[src/rtl/accel_op_scheduler.sv]
// Round-robin scheduler: grants one accelerator request, pulses the selected unit's start, returns its result.
// Optional WAIT watchdog enabled by defining ACCEL_SCHED_TIMEOUT_EN.
module accel_op_scheduler #(
    parameter int NUM_REQ        = 4,
    parameter int TIMEOUT_CYCLES = 255
) (
    input  logic                   clk,
    input  logic                   rst,
    input  logic [NUM_REQ-1:0]     req_valid,
    output logic [NUM_REQ-1:0]     req_ready,
    input  logic [3*NUM_REQ-1:0]   req_funct3,
    input  logic [32*NUM_REQ-1:0]  req_addr,
    output logic [7:0]             unit_start,
    output logic [31:0]            unit_addr,
    input  logic [7:0]             unit_done,
    input  logic [255:0]           unit_result,
    output logic                   rsp_valid,
    input  logic                   rsp_ready,
    output logic [2:0]             rsp_id,
    output logic [31:0]            rsp_result,
    output logic                   rsp_timeout,
    output logic                   busy
);

    typedef enum logic [1:0] {S_IDLE, S_ISSUE, S_WAIT, S_RESP} state_t;

    state_t      state_q, state_d;
    logic [2:0]  rr_ptr_q, rr_ptr_d;
    logic [2:0]  gnt_q, gnt_d;
    logic [2:0]  sel_q, sel_d;
    logic [31:0] addr_q, addr_d;
    logic [31:0] result_q, result_d;
`ifdef ACCEL_SCHED_TIMEOUT_EN
    logic [15:0] timer_q, timer_d;
    logic        timeout_q, timeout_d;
`endif

    logic        gnt_found;
    logic [2:0]  gnt_idx;
    int          idx;

    // Rotating-priority search starting at rr_ptr_q.
    always_comb begin
        gnt_found = 1'b0;
        gnt_idx   = '0;
        idx       = 0;
        for (int k = 0; k < NUM_REQ; k++) begin
            idx = int'(rr_ptr_q) + k;
            if (idx >= NUM_REQ) idx = idx - NUM_REQ;
            if (!gnt_found && req_valid[idx]) begin
                gnt_found = 1'b1;
                gnt_idx   = idx[2:0];
            end
        end
    end

    always_comb begin
        state_d  = state_q;
        rr_ptr_d = rr_ptr_q;
        gnt_d    = gnt_q;
        sel_d    = sel_q;
        addr_d   = addr_q;
        result_d = result_q;
`ifdef ACCEL_SCHED_TIMEOUT_EN
        timer_d   = timer_q;
        timeout_d = timeout_q;
`endif
        case (state_q)
            S_IDLE: begin
                if (gnt_found) begin
                    gnt_d   = gnt_idx;
                    sel_d   = req_funct3[3*int'(gnt_idx) +: 3];
                    addr_d  = req_addr[32*int'(gnt_idx) +: 32];
                    state_d = S_ISSUE;
                end
            end
            S_ISSUE: begin
`ifdef ACCEL_SCHED_TIMEOUT_EN
                timer_d = '0;
`endif
                state_d = S_WAIT;
            end
            S_WAIT: begin
                // Done takes priority over a watchdog expiry in the same cycle.
                if (unit_done[sel_q]) begin
                    result_d = unit_result[32*int'(sel_q) +: 32];
`ifdef ACCEL_SCHED_TIMEOUT_EN
                    timeout_d = 1'b0;
`endif
                    state_d  = S_RESP;
                end
`ifdef ACCEL_SCHED_TIMEOUT_EN
                else if (timer_q == TIMEOUT_CYCLES[15:0]) begin
                    result_d  = '0;
                    timeout_d = 1'b1;
                    state_d   = S_RESP;
                end
                timer_d = timer_q + 16'd1;
`endif
            end
            S_RESP: begin
                if (rsp_ready) begin
                    rr_ptr_d = (gnt_q == 3'(NUM_REQ - 1)) ? 3'd0 : gnt_q + 3'd1;
                    state_d  = S_IDLE;
                end
            end
            default: state_d = S_IDLE;
        endcase
    end

    always_ff @(posedge clk or posedge rst) begin
        if (rst) begin
            state_q  <= S_IDLE;
            rr_ptr_q <= '0;
            gnt_q    <= '0;
            sel_q    <= '0;
            addr_q   <= '0;
            result_q <= '0;
`ifdef ACCEL_SCHED_TIMEOUT_EN
            timer_q   <= '0;
            timeout_q <= 1'b0;
`endif
        end else begin
            state_q  <= state_d;
            rr_ptr_q <= rr_ptr_d;
            gnt_q    <= gnt_d;
            sel_q    <= sel_d;
            addr_q   <= addr_d;
            result_q <= result_d;
`ifdef ACCEL_SCHED_TIMEOUT_EN
            timer_q   <= timer_d;
            timeout_q <= timeout_d;
`endif
        end
    end

    // rst gates the accept so it drops immediately, even with requests held.
    always_comb begin
        req_ready = '0;
        if (state_q == S_IDLE && gnt_found && !rst) req_ready[gnt_idx] = 1'b1;
    end

    always_comb begin
        unit_start = '0;
        if (state_q == S_ISSUE) unit_start[sel_q] = 1'b1;
    end

    assign unit_addr  = addr_q;
    assign rsp_valid  = (state_q == S_RESP);
    assign rsp_id     = gnt_q;
    assign rsp_result = result_q;
    assign busy       = (state_q != S_IDLE);
`ifdef ACCEL_SCHED_TIMEOUT_EN
    assign rsp_timeout = timeout_q;
`else
    assign rsp_timeout = 1'b0;
`endif

endmodule

[config.mk]
export PLATFORM = sky130hd
export DESIGN_NAME = accel_op_scheduler
export DESIGN_NICKNAME = d
export VERILOG_FILES = /design/src/rtl/accel_op_scheduler.sv
export SDC_FILE = /design/constraint.sdc
export NUM_CORES = 1
export LEC_CHECK = 0
export ABC_AREA = 1
export CAP_MARGIN = 20
export CORE_AREA = 2 2 194 196
export DETAILED_ROUTE_END_ITERATION = 10
export DIE_AREA = 0 0 196 198
export HOLD_SLACK_MARGIN = 0.02
export SYNTH_ARGS = -nofsm -noshare
export SYNTH_HDL_FRONTEND = slang
export SYNTH_SLANG_ARGS = --single-unit
export TNS_END_PERCENT = 5
[constraint.sdc]
create_clock -name clk -period 4.5 [get_ports clk]
set_input_delay 0.9 -clock clk [delete_from_list [all_inputs] [get_ports clk]]
set_output_delay 0.9 -clock clk [all_outputs]
set_load 0.01 [all_outputs]
==> results.ini, run 1 <==
[sta]
tns_ns=0
clock-skew-final_ns=0.0105
slew_viol_final=0
max_slew_margin=0.509
fmax_mhz=235
hold_viol_final=0
setup_violations=0
worst_pin_slew_ns=0.737
min_period_over_period=0.947
post-route-min-period_ns=4.26
rsz0062_at_grt=false

[finish]
ff_latch_area_sq_um=1880
fillers=3989
instances_no_fill=2047
multi_input_area_sq_um=4290
fin_nets=1982
drive_above_1_share=0.0433
areaGrowthSynthToFinish_pct=82.4

[critical_path]
critPathLaunchType=input pin
timing.rr.start=rr_ptr_q[0]
ff2ff_path_depth=14
critPathMostFrequentCell=nand2_1
cpPeakStageDelay_ns=0.58
crit_chain=clkdlybuf4s50_1, inv_1, nand2_1, nand3_2, nand2_2, nor2_8, nand2_2, nor2_2, o21ai_1, nand2_1, nor2_2, nor2_8, nand2_1, nor2_1, clkdlybuf4s50_1
crit_slowest_cell=clkdlybuf4s50_1
crit_required_ns=3.60
startpoint=req_valid[3]
critical_path.endpoint=req_ready[0]
worstPathArrival_ns=3.36
path_class=in -> out
critPathCaptureType=primary output
cp_max_fo=6
r2r-end=unit_addr[7]
r2r_setup_slack_ns=1.51

[clock_tree]
cts_tree=yes
clkLatencyLatePin_ns=0.35
cts.clk_slew.worst_paths_ns=0.07
cts_hold_buf=0
clock-sinks=75
h-tree-depth=3
cts_buffer_depth=2
cts_setup_buffers=0
ctsRootBufferMaster=clkbuf_16
numCtsBuffers=9
cts_resized=0

[grt]
grt_usage=0.182
grt_max_degree=71
grt_overflow_total=0
antenna_found_initial=7
grt_pass1_vias=9144
grt_first_pass_wirelength_microns=54200

[floorplanning]
pin_count=493
fp.dieW_microns=196
row_count=71
dieArea_sq_um=38800
core_area_sq_um=37000
chipHeight_microns=198
initial_utilization=0.184

[worst_hold_path]
hold_class=reg -> reg
hold_start=unit_addr[23]
hold_depth=2

[power_and_ir_drop]
p_int_mw=3.88
power-per-cell-area_nw_per_um2=671
vdd_drop_max_v=0.000515
seqPwrFrac=0.155
leakage_nw=5.38
p_sw_mw=4.45
p_clk_frac=0.106
pwr-share-comb=0.739
switching_share=0.534

[route]
routed_wl_microns=37000
via_count=9329
post-route-drc-count=0
drtPass1Iterations=5
wl_per_cell_microns=18.1
avgViaCountPerCell=4.56
first_iter_violations=452
ant_nets=0

[flow_run]
max_cap_viol_count=0

[yosys]
postSynthAreaPerCell_sq_um=6.03
syn_nets=1546
syn_inst=1128
yosysSeqAreaShare=0.276
ys_ff_latch=75
synth_cell_type_count=34
syn_area_sq_um=6800
ys_warn_count=0

[placement]
place_congestion=0.859
dp_hpwl_microns=29100
dp.cells=2026
io_buffers=491

[outcome]
outcome=completed

-- placed cells by master, fill, tap and decap left out, types with 2 or more instances in the layout --
cell type        netlist  final
nand2_4                2      2
dfrtp_1               75     73
nor2_2                 2      4
bufinv_16              0      3
o21ai_1                3      3
diode_2                0      4
nor2_8                 2      2
nand4_1               36     36
inv_1                 42     41
nor2_1               165    163
nor3_1                18     18
clkbuf_16              0      9
inv_6                  0      2
a21oi_1                3      3
ha_1                   7      7
a31oi_1               14     14
nand3_2                3      3
nand3_1               79     79
inv_2                  6      6
a211oi_1              14     14
o22ai_1               14     14
clkdlybuf4s50_1        0    491
buf_4                  6     21
o21ai_0              107    107
nand2_1              399    399
a221oi_1              18     18
nand2_2                6      6
o221ai_1              18     18
-- logic make-up (layout without fill, tap and decap cells) --
group	count (synthesis)	in the layout	synth area share
other	1	5	0.000551
adders and majority gates	7	7	0.0129
buffers and inverters	136	577	0.0949
DFF	75	75	0.276
and+or+nand+nor	714	714	0.439
AOI/OAI and AO/OA	195	195	0.176
-- cell type report --
| type | instances | share of cell area |
|---|---|---|
| Multi-Input combinational cell | 917 | 0.346 |
| Timing Repair Buffer | 513 | 0.411 |
| Inverter | 48 | 0.0147 |
| Tap cell | 474 | 0.0478 |
| Clock buffer | 9 | 0.0182 |
| Sequential cell | 75 | 0.152 |
| Antenna cell | 4 | 0.000807 |
| Clock inverter | 7 | 0.00999 |
-- Yosys cell counts, drive strengths merged --
cell type | n | area, sq um
o211ai | 2 | 20.0
a221oi | 18 | 158
conb | 1 | 3.75
dfrtp | 75 | 1880
o22ai | 14 | 87.6
nand3 | 82 | 425
buf | 52 | 330
o21ai | 111 | 559
a31oi | 14 | 87.6
o221ai | 18 | 158
nor2 | 169 | 672
a211oi | 14 | 105
clkbuf | 36 | 135
nor3 | 18 | 90.1
nand4 | 37 | 238
and2 | 1 | 6.26
o2111ai | 1 | 8.76
inv | 48 | 180
a21oi | 3 | 15.0
nand2 | 407 | 1560
ha | 7 | 87.6
-- worst min-delay path by stage --
stage / endpoint / slack [ns]
finish: unit_addr[23] / 0.48
global route: unit_addr[5] / 0.50
CTS: unit_addr[23] / 0.48
detailed placement: unit_addr[23] / 0.46
global placement: unit_addr[15] / 0.46
floorplan: rr_ptr_q[2] / 0.45
-- per-layer routing --
| layer | share of wire | global-route usage | up-vias |
|---|---|---|---|
| met1 | 0.40 | 0.212 | 4237 |
| met2 | 0.49 | 0.321 | 416 |
| met5 | 0.00035 | 0 | - |
| li1 | - | - | 4629 |
| met4 | 0.031 | 0.0657 | 2 |
| met3 | 0.079 | 0.0470 | 45 |
-- critical path, delay by kind of cell --
kind                   cells  cell delay [ns]
AO/OA/AOI/OAI              1             0.07
buffers and inverters      3             1.10
AND/OR/NAND/NOR           11             1.29
-- flip-flops by register name, summed over array words and instances (netlist names) --
signal	cells
rr_ptr_q	3
rsp_id	3
rsp_result	32
sel_q	3
state_q	2
unit_addr	32
-- power groups by stage --
stage / Combinational [mW] / Clock, mW / Sequential [mW]
2_1_floorplan: 4.02 / 0 / 1.33
3_3_place_gp: 6.17 / 0 / 1.29
3_5_place_dp: 6.20 / 0 / 1.31
4_1_cts: 6.23 / 0.920 / 1.30
5_1_grt: 6.90 / 0.939 / 1.35
6_report: 6.15 / 0.879 / 1.29
-- per-stage QoR --
step	utilization	cell area, sq um	total power, mW	worst slack, ns	hold slack (ns)
after floorplan	-	6800	5.35	0.566	0.453
after global placement	0.325	12000	7.46	0.314	0.462
after detailed placement	0.325	12000	7.50	0.251	0.464
after CTS	0.335	12400	8.45	0.158	0.483
after global routing	0.336	12400	9.18	0.0235	0.498
final	0.336	12400	8.32	0.237	0.479
Note: power is estimated with default switching activity, not from simulation.
==> inputs of run 2 (changes only) <==
--- a/config.mk
+++ b/config.mk
@@ -11,6 +11,7 @@
 export DETAILED_ROUTE_END_ITERATION = 10
 export DIE_AREA = 0 0 196 198
 export HOLD_SLACK_MARGIN = 0.02
+export PLACE_DENSITY = 0.48
 export SYNTH_ARGS = -nofsm -noshare
 export SYNTH_HDL_FRONTEND = slang
 export SYNTH_SLANG_ARGS = --single-unit
==> results.ini, run 2 (synthesized netlist as in run 1, its figures left out) <==
[finish]
final_area_sq_um=12300  ; was 12400 sq um
drive_above_1_share=0.0409  ; was 0.0433
fillers=4080  ; was 3989
final_common_cell=clkdlybuf4s50_1  ; unchanged
areaGrowthSynthToFinish_pct=81.6  ; was 82.4%
ff_latch_area_sq_um=1880  ; unchanged
multi_input_area_sq_um=4290  ; unchanged
instances_no_fill=2042  ; was 2047
fin_nets=1980  ; was 1982
final_cell_mix=491 x clkdlybuf4s50_1, 399 x nand2_1, 163 x nor2_1, 107 x o21ai_0, 79 x nand3_1  ; unchanged

[critical_path]
worstPathArrival_ns=3.27  ; was 3.36 ns
critPathLaunchType=input pin  ; unchanged
path_class=in -> out  ; unchanged
cp_max_fo=6  ; unchanged
ff2ff_path_depth=14  ; unchanged
crit_required_ns=3.60  ; about the same
critPathCaptureType=primary output  ; unchanged

[placement]
io_buffers=491  ; unchanged
placed_area_sq_um=12000  ; about the same
place_congestion=0.829  ; was 0.859
dp.cells=2025  ; was 2026
dp_hpwl_microns=29600  ; was 29100 microns

[clock_tree]
numCtsBuffers=9  ; unchanged
cts_buffer_depth=2  ; unchanged
cts_tree=yes  ; unchanged
clock-sinks=75  ; unchanged
h-tree-depth=3  ; unchanged
cts_resized=0  ; unchanged
cts.clk_slew.worst_paths_ns=0.06  ; was 0.07 ns
clkLatencyLatePin_ns=0.34  ; was 0.35 ns
cts_setup_buffers=0  ; unchanged
ctsRootBufferMaster=clkbuf_16  ; unchanged
cts_hold_buf=0  ; unchanged

[floorplanning]
initial_utilization=0.184  ; unchanged
chipHeight_microns=198  ; unchanged
core_area_sq_um=37000  ; unchanged
pin_count=493  ; unchanged
row_count=71  ; unchanged
fp.dieW_microns=196  ; unchanged
dieArea_sq_um=38800  ; unchanged

[sta]
max_slew_margin=0.412  ; was 0.509
worst_pin_slew_ns=0.883  ; was 0.737 ns
hold_viol_final=0  ; unchanged
clock-skew-final_ns=0.00739  ; was 0.0105 ns
rsz0062_at_grt=false  ; unchanged
fmax_mhz=240  ; was 235 MHz
holdWs_ns=0.479  ; about the same
slew_viol_final=0  ; unchanged
min_period_over_period=0.926  ; was 0.947
setup_violations=0  ; unchanged
post-route-min-period_ns=4.17  ; was 4.26 ns
tns_ns=0  ; unchanged

[route]
post-route-drc-count=0  ; unchanged
avgViaCountPerCell=4.50  ; was 4.56
via_count=9190  ; was 9329
wl_per_cell_microns=18.8  ; was 18.1 microns
ant_nets=0  ; unchanged
drtPass1Iterations=4  ; was 5
first_iter_violations=398  ; was 452
routed_wl_microns=38500  ; was 37000 microns

[worst_hold_path]
hold_depth=2  ; unchanged
hold_class=reg -> reg  ; unchanged

[power_and_ir_drop]
vdd_drop_max_v=0.000479  ; was 0.000515 V
finalPower_mw=8.25  ; was 8.32 mW
leakage_nw=5.36  ; was 5.38 nW
power-per-cell-area_nw_per_um2=668  ; was 671 nW/um^2

[grt]
grt_usage=0.191  ; was 0.182
grt_max_degree=84  ; was 71
grt_first_pass_wirelength_microns=56300  ; was 54200 microns
grt_pass1_vias=8974  ; was 9144
antenna_found_initial=2  ; was 7
grt_overflow_total=0  ; unchanged

[flow_run]
max_cap_viol_count=0  ; unchanged

[outcome]
outcome=completed  ; unchanged

## run 2: cell types whose count changed in the layout (fill, tap and decap cells not counted), sizes merged
cell,before,now
buf,22,20
bufinv,3,2
diode,4,2
clkbuf,9,10
inv,50,48
clkinv,1,3
clkinvlp,1,0
## run 2: stage by stage
stage | utilization | worst slack, ns
final | 0.334 | 0.331
after global routing | 0.334 | 0.0783
after CTS | 0.334 | 0.205
after detailed placement | 0.326 | 0.318
after global placement | 0.325 | 0.330
after floorplan | - | 0.566
## run 2: layer usage
layer  vias to the layer above  part of all wire  global-route usage
met5                         -                 0                   0
met1                      4196              0.42               0.233
met2                       349              0.49               0.335
met4                         0             0.016              0.0477
li1                       4622                 -                   -
met3                        23             0.077              0.0472
## run 2: worst max-delay path: stages
cell	delay, ns
clkdlybuf4s50_1	0.46
inv_1	0.07
nand2_1	0.07
nand3_2	0.09
nand2_2	0.13
nor2_8	0.17
nand2_2	0.09
nor2_2	0.11
o21ai_1	0.07
nand2_1	0.08
nor2_2	0.07
nor2_8	0.11
nand2_1	0.11
nor2_1	0.17
clkdlybuf4s50_1	0.56
## run 2: area by class of cell
cell class | count | share of cell area
repair buffers | 511 | 0.412
multi-input cells | 917 | 0.348
clock buffers | 10 | 0.0185
inverters | 48 | 0.0148
well taps | 474 | 0.0480
clock inverters | 5 | 0.00638
diodes | 2 | 0.000405
flip-flops and latches | 75 | 0.152
## run 2: path summary, 6_finish.rpt
path | start | to | slack, ns
hold / removal | unit_addr[20] | unit_addr[20] | 0.48
max in group asynchronous | rst | sel_q[0] | 2.48
hold reg to reg | unit_addr[20] | unit_addr[20] | 0.48
setup / recovery | req_valid[2] | req_ready[0] | 0.33
min in group asynchronous | rst | unit_addr[6] | 0.94
setup reg to reg | rr_ptr_q[0] | unit_addr[7] | 1.53
## run 2: power breakdown
part	internal (mW)	switching (mW)	total, mW
registers	1.02	0.246	1.26
clock network	0.483	0.307	0.789
logic	2.30	3.89	6.19
